**config.mk**
```make
export PLATFORM = sky130hd
export DESIGN_NAME = game_timer_chain
export DESIGN_NICKNAME = d
export VERILOG_FILES = /design/src/rtl/game_timer_chain.sv
export SDC_FILE = /design/constraint.sdc
export NUM_CORES = 1
export LEC_CHECK = 0
export CORE_MARGIN = 2
export CORE_UTILIZATION = 35
export DETAILED_ROUTE_END_ITERATION = 8
export MAX_ROUTING_LAYER = met4
export PLACE_DENSITY = 0.5
export SETUP_SLACK_MARGIN = 0.02
export SYNTH_ARGS = -nofsm -noshare
export SYNTH_HDL_FRONTEND = slang
export SYNTH_SLANG_ARGS = --single-unit
```
**constraint.sdc**
```tcl
create_clock -name CLK_DRV -period 2.55 [get_ports CLK_DRV]
set_clock_uncertainty 0.2 [all_clocks]
set_input_delay 0.51 -clock CLK_DRV [delete_from_list [all_inputs] [get_ports CLK_DRV]]
set_output_delay 0.51 -clock CLK_DRV [all_outputs]
set_load 0.01 [all_outputs]
```
**src/rtl/game_timer_chain.sv**
```systemverilog
// game_timer_chain: prescaled two-digit BCD game-length timer that drives the end-of-game RS flip-flop
module game_timer_chain #(
    parameter int         PRESCALE = 1_000_000,
    parameter logic [7:0] LIMIT    = 8'h45
) (
    input  logic       CLK_DRV,
    input  logic       RESET,
    input  logic       START,
    input  logic       PAUSE,
    output logic [7:0] COUNT,
    output logic       TICK,
    output logic       RUNNING,
    output logic       GAME_S,
    output logic       GAME_R
);
    localparam int PW = $clog2(PRESCALE);
    localparam logic [PW-1:0] PMAX = PW'(PRESCALE - 1);

    typedef enum logic [1:0] {IDLE, RUN, DONE} state_t;

    state_t        state, state_n;
    logic [PW-1:0] pre, pre_n;
    logic [7:0]    count_n, inc;
    logic          tick_n, s_n, r_n, start_q, start_edge;

    assign start_edge = START & ~start_q;
    assign RUNNING    = state == RUN;

    // BCD increment of the elapsed count; each digit wraps 9 -> 0, ones carry into tens
    always_comb begin
        inc[3:0] = (COUNT[3:0] == 4'd9) ? 4'd0 : COUNT[3:0] + 4'd1;
        inc[7:4] = (COUNT[3:0] != 4'd9) ? COUNT[7:4] : (COUNT[7:4] == 4'd9) ? 4'd0 : COUNT[7:4] + 4'd1;
    end

    // next state and next registered outputs; GAME_S only ever falls on the edge that raises GAME_R
    always_comb begin
        state_n = state;
        pre_n   = pre;
        count_n = COUNT;
        tick_n  = 1'b0;
        s_n     = GAME_S;
        r_n     = 1'b0;
        if (state == RUN) begin
            if (!PAUSE) begin
                pre_n = (pre == PMAX) ? '0 : pre + 1'b1;
                if (pre == PMAX) begin
                    tick_n  = 1'b1;
                    count_n = inc;
                    if (inc == LIMIT) begin
                        state_n = DONE;
                        s_n     = 1'b1;
                    end
                end
            end
        end else if (start_edge) begin
            state_n = RUN;
            pre_n   = '0;
            count_n = 8'h00;
            r_n     = 1'b1;
            s_n     = 1'b0;
        end
    end

    // state and output registers; start_q resets high so a START held through reset is not an edge
    always_ff @(posedge CLK_DRV) begin
        if (RESET) begin
            state   <= IDLE;
            pre     <= '0;
            COUNT   <= 8'h00;
            TICK    <= 1'b0;
            GAME_S  <= 1'b0;
            GAME_R  <= 1'b0;
            start_q <= 1'b1;
        end else begin
            state   <= state_n;
            pre     <= pre_n;
            COUNT   <= count_n;
            TICK    <= tick_n;
            GAME_S  <= s_n;
            GAME_R  <= r_n;
            start_q <= START;
        end
    end
endmodule
```
==> flow_metrics.py <==
metrics = {
    "status": {
        "status": "completed",
    },
    "critical_path": {
        "slowest_delay_ns": 0.50,
        "cp.buffers_inverters": 2,
        "crit_path_end_kind": "output pin",
        "critPathRequiredTime_ns": 1.84,
        "critPathSlowestCell": "clkdlybuf4s50_1",
        "crit_path_start_kind": "flip-flop",
        "crit_chain": "nand2b_1, clkinv_1, clkdlybuf4s50_1",
        "cp_data_arrival_time_ns": 1.64,
        "cp_max_fo": 7,
        "path_class": "reg2out",
        "crit_family": "buffers and inverters",
    },
    "cells_and_area": {
        "final_cells": 299,
        "layout-drive-gt1-share": 0.135,
        "fillers": 535,
        "final_cell_area_um2": 2130,
        "n_antenna_cell": 0,
        "final_common_cell": "dfxtp_1",
        "layout.nets": 234,
        "area_growth_pct": 18.7,
        "most-common-layout-cells": "dfxtp_1, nor2_1, clkdlybuf4s50_1",
        "fin_util": 0.423,
    },
    "drt": {
        "via_count": 1615,
        "antenna_left": 0,
        "drt_wl_total_mm": 4.26,
        "drc_errors": 0,
        "routedWlPerCell_um": 14.2,
        "first_pass_iters": 4,
        "first_iter_violations": 165,
        "vias_per_cell": 5.40,
    },
    "logic_synthesis": {
        "syn-num-nets": 216,
        "synth_top_area_frac": 0.368,
        "synth_seq_cells": 33,
        "netlist_area_um2": 1800,
        "synth_top_area_cell": "dfxtp_1",
        "ys.warnings.count": 0,
        "yosysSeqAreaShare": 0.368,
        "synth.distinct_cells": 52,
        "ys_top_cells_by_area": "dfxtp_1, nor2_1, nand4_1",
        "netlist_instances": 211,
        "synth.avg_cell_area_um2": 8.51,
    },
    "pwr": {
        "p_sw_uw": 240,
        "p_per_area_nw_per_um2": 471,
        "combPwrFrac": 0.083,
        "p_int_uw": 763,
        "p_sw_frac": 0.240,
        "p_clk_frac": 0.398,
        "seqPwrFrac": 0.519,
        "ir_worst_vdd_mv": 0.246,
        "leakagePower_nw": 0.715,
    },
    "placement": {
        "dp.cells": 292,
        "gp_congestion": 0.812,
        "hpwlAfterDp_mm": 3.06,
        "numPortBuffers": 15,
        "dpl_cell_area_um2": 2040,
    },
    "global_route": {
        "grt_util_all_layers": 0.168,
        "grt_pass1_wl_mm": 6.96,
        "grt_max_degree": 17,
        "antenna_found_initial": 0,
        "first_global_vias": 1425,
        "gr-total-overflow": 0,
    },
    "die": {
        "io_pins": 16,
        "row_count": 26,
        "fp.dieH_um": 75.6,
        "initial_core_util": 0.356,
        "die-area_um2": 5720,
        "dieWidth_um": 75.6,
        "core-area_um2": 5040,
    },
    "cts": {
        "cts_setup_buffers": 0,
        "insertion_delay_ns": 0.29,
        "path_clk_slew_ns": 0.06,
        "cts.sinks": 33,
        "cts_tree": "built",
        "cts_max_level": 2,
        "cts_root_buf": "clkbuf_8",
        "numCtsBuffers": 5,
        "ctsLongestPathBuffers": 2,
    },
    "sta": {
        "worst_pin_slew_ns": 0.516,
        "hold_viol_final": 0,
        "fin_crit_ns": 2.35,
        "setup_violations": 0,
        "max_freq_mhz": 425,
        "hold_ws_ns": 0.234,
        "rsz0062_at_grt": "no",
        "post-route-period-util": 0.923,
        "fin_tns_setup_ns": 0,
        "drv_slew": 0,
        "maxSlewHeadroom": 0.656,
    },
    "job": {
        "max-cap-violations": 0,
    },
    "worst_hold_path": {
        "min_path_type": "reg2reg",
    },
}
worst reg2reg max path: stages (launching register included):
cell and delay [ns]:
dfxtp_1 0.39, ha_1 0.23, and4_1 0.30, nand2_1 0.13, o21a_1 0.23, nor2_2 0.41, o22ai_1 0.15
stage by stage:
stage               setup WS (ns)  power [mW]
finish                      0.196        1.00
global route               0.0769        1.05
CTS                         0.153        1.02
detailed placement        -0.0266       0.615
global placement           0.0207       0.613
floorplan                   0.607       0.581
path summary, 6_finish.rpt:
| check | slack, ns | cells after the start | from | end |
|---|---|---|---|---|
| setup / recovery | 0.20 | 3 | GAME_S$_SDFFE_PP0P_ | RUNNING |
| setup reg to reg | 0.38 | 6 | pre[0]$_SDFFE_PP0P_ | COUNT[2]$_SDFFE_PP0P_ |
| hold reg to reg | 0.23 | 1 | start_q$_SDFF_PP1_ | GAME_R$_SDFF_PP0_ |
| hold / removal | 0.23 | 1 | start_q$_SDFF_PP1_ | GAME_R$_SDFF_PP0_ |
power groups by stage:
stage	Clock (mW)	Sequential, mW	Combinational, mW
2_1_floorplan	0	0.532	0.0488
3_3_place_gp	0	0.532	0.0807
3_5_place_dp	0	0.532	0.0831
4_1_cts	0.414	0.520	0.0830
5_1_grt	0.439	0.520	0.0917
6_report	0.400	0.521	0.0833
cell usage after synthesis, drive strengths merged:
cell and number:
a211oi 1, a21boi 2, a21o 4, a21oi 9
a22oi 2, a311oi 2, a31o 1, a31oi 5
a32o 1, and2 6, and3 6, and4 2
and4bb 1, buf 6, clkbuf 8, clkinv 1
dfxtp 33, ha 1, inv 3, mux2 1
nand2 13, nand2b 3, nand3 8, nand3b 1
nand4 12, nand4b 2, nor2 21, nor2b 4
nor3 5, nor3b 1, nor4 5, nor4b 6
nor4bb 1, o21a 2, o21ai 12, o22ai 1
o31ai 4, or2 1, or3 2, or4 1
xnor2 5, xor2 6
flip-flops by register name, summed over array words and instances, names as in the netlist:
register	count
start_q	1
GAME_R	1
COUNT	8
GAME_S	1
TICK	1
state	1
pre	20
kinds of logic (layout without fill, tap and decap cells):
group	after synthesis	in the layout	share of synthesized area
compound gates	46	46	0.168
xor+xnor	11	11	0.0537
fa+ha+maj	1	1	0.00697
buf+inv	18	36	0.0453
flops	33	33	0.368
mux	1	1	0.00627
simple gates	101	101	0.352
metal layers:
layer  vias to the layer above  part of all wire  GRT usage
li1                        807                 -          -
met1                       768              0.51      0.249
met2                        30              0.42      0.212
met3                        10             0.040     0.0437
met4                         0             0.027     0.0682
met5                         -                 0          -
cell type report:
class	count	area, µm²	area share
Multi-Input combinational cell	160	1060	0.496
Sequential cell	33	661	0.310
Tap cell	70	87.6	0.0411
Clock buffer	7	86.3	0.0405
Inverter	4	15.0	0.00705
Timing Repair Buffer	25	225	0.106
timing repair:
| action | CTS | global route |
|---|---|---|
| hold buffers | 0 | 0 |
| setup endpoints to repair | 0 | 11 |
| resized for setup | 0 | 1 |
No activity file was read; power rests on OpenSTA's default activity.
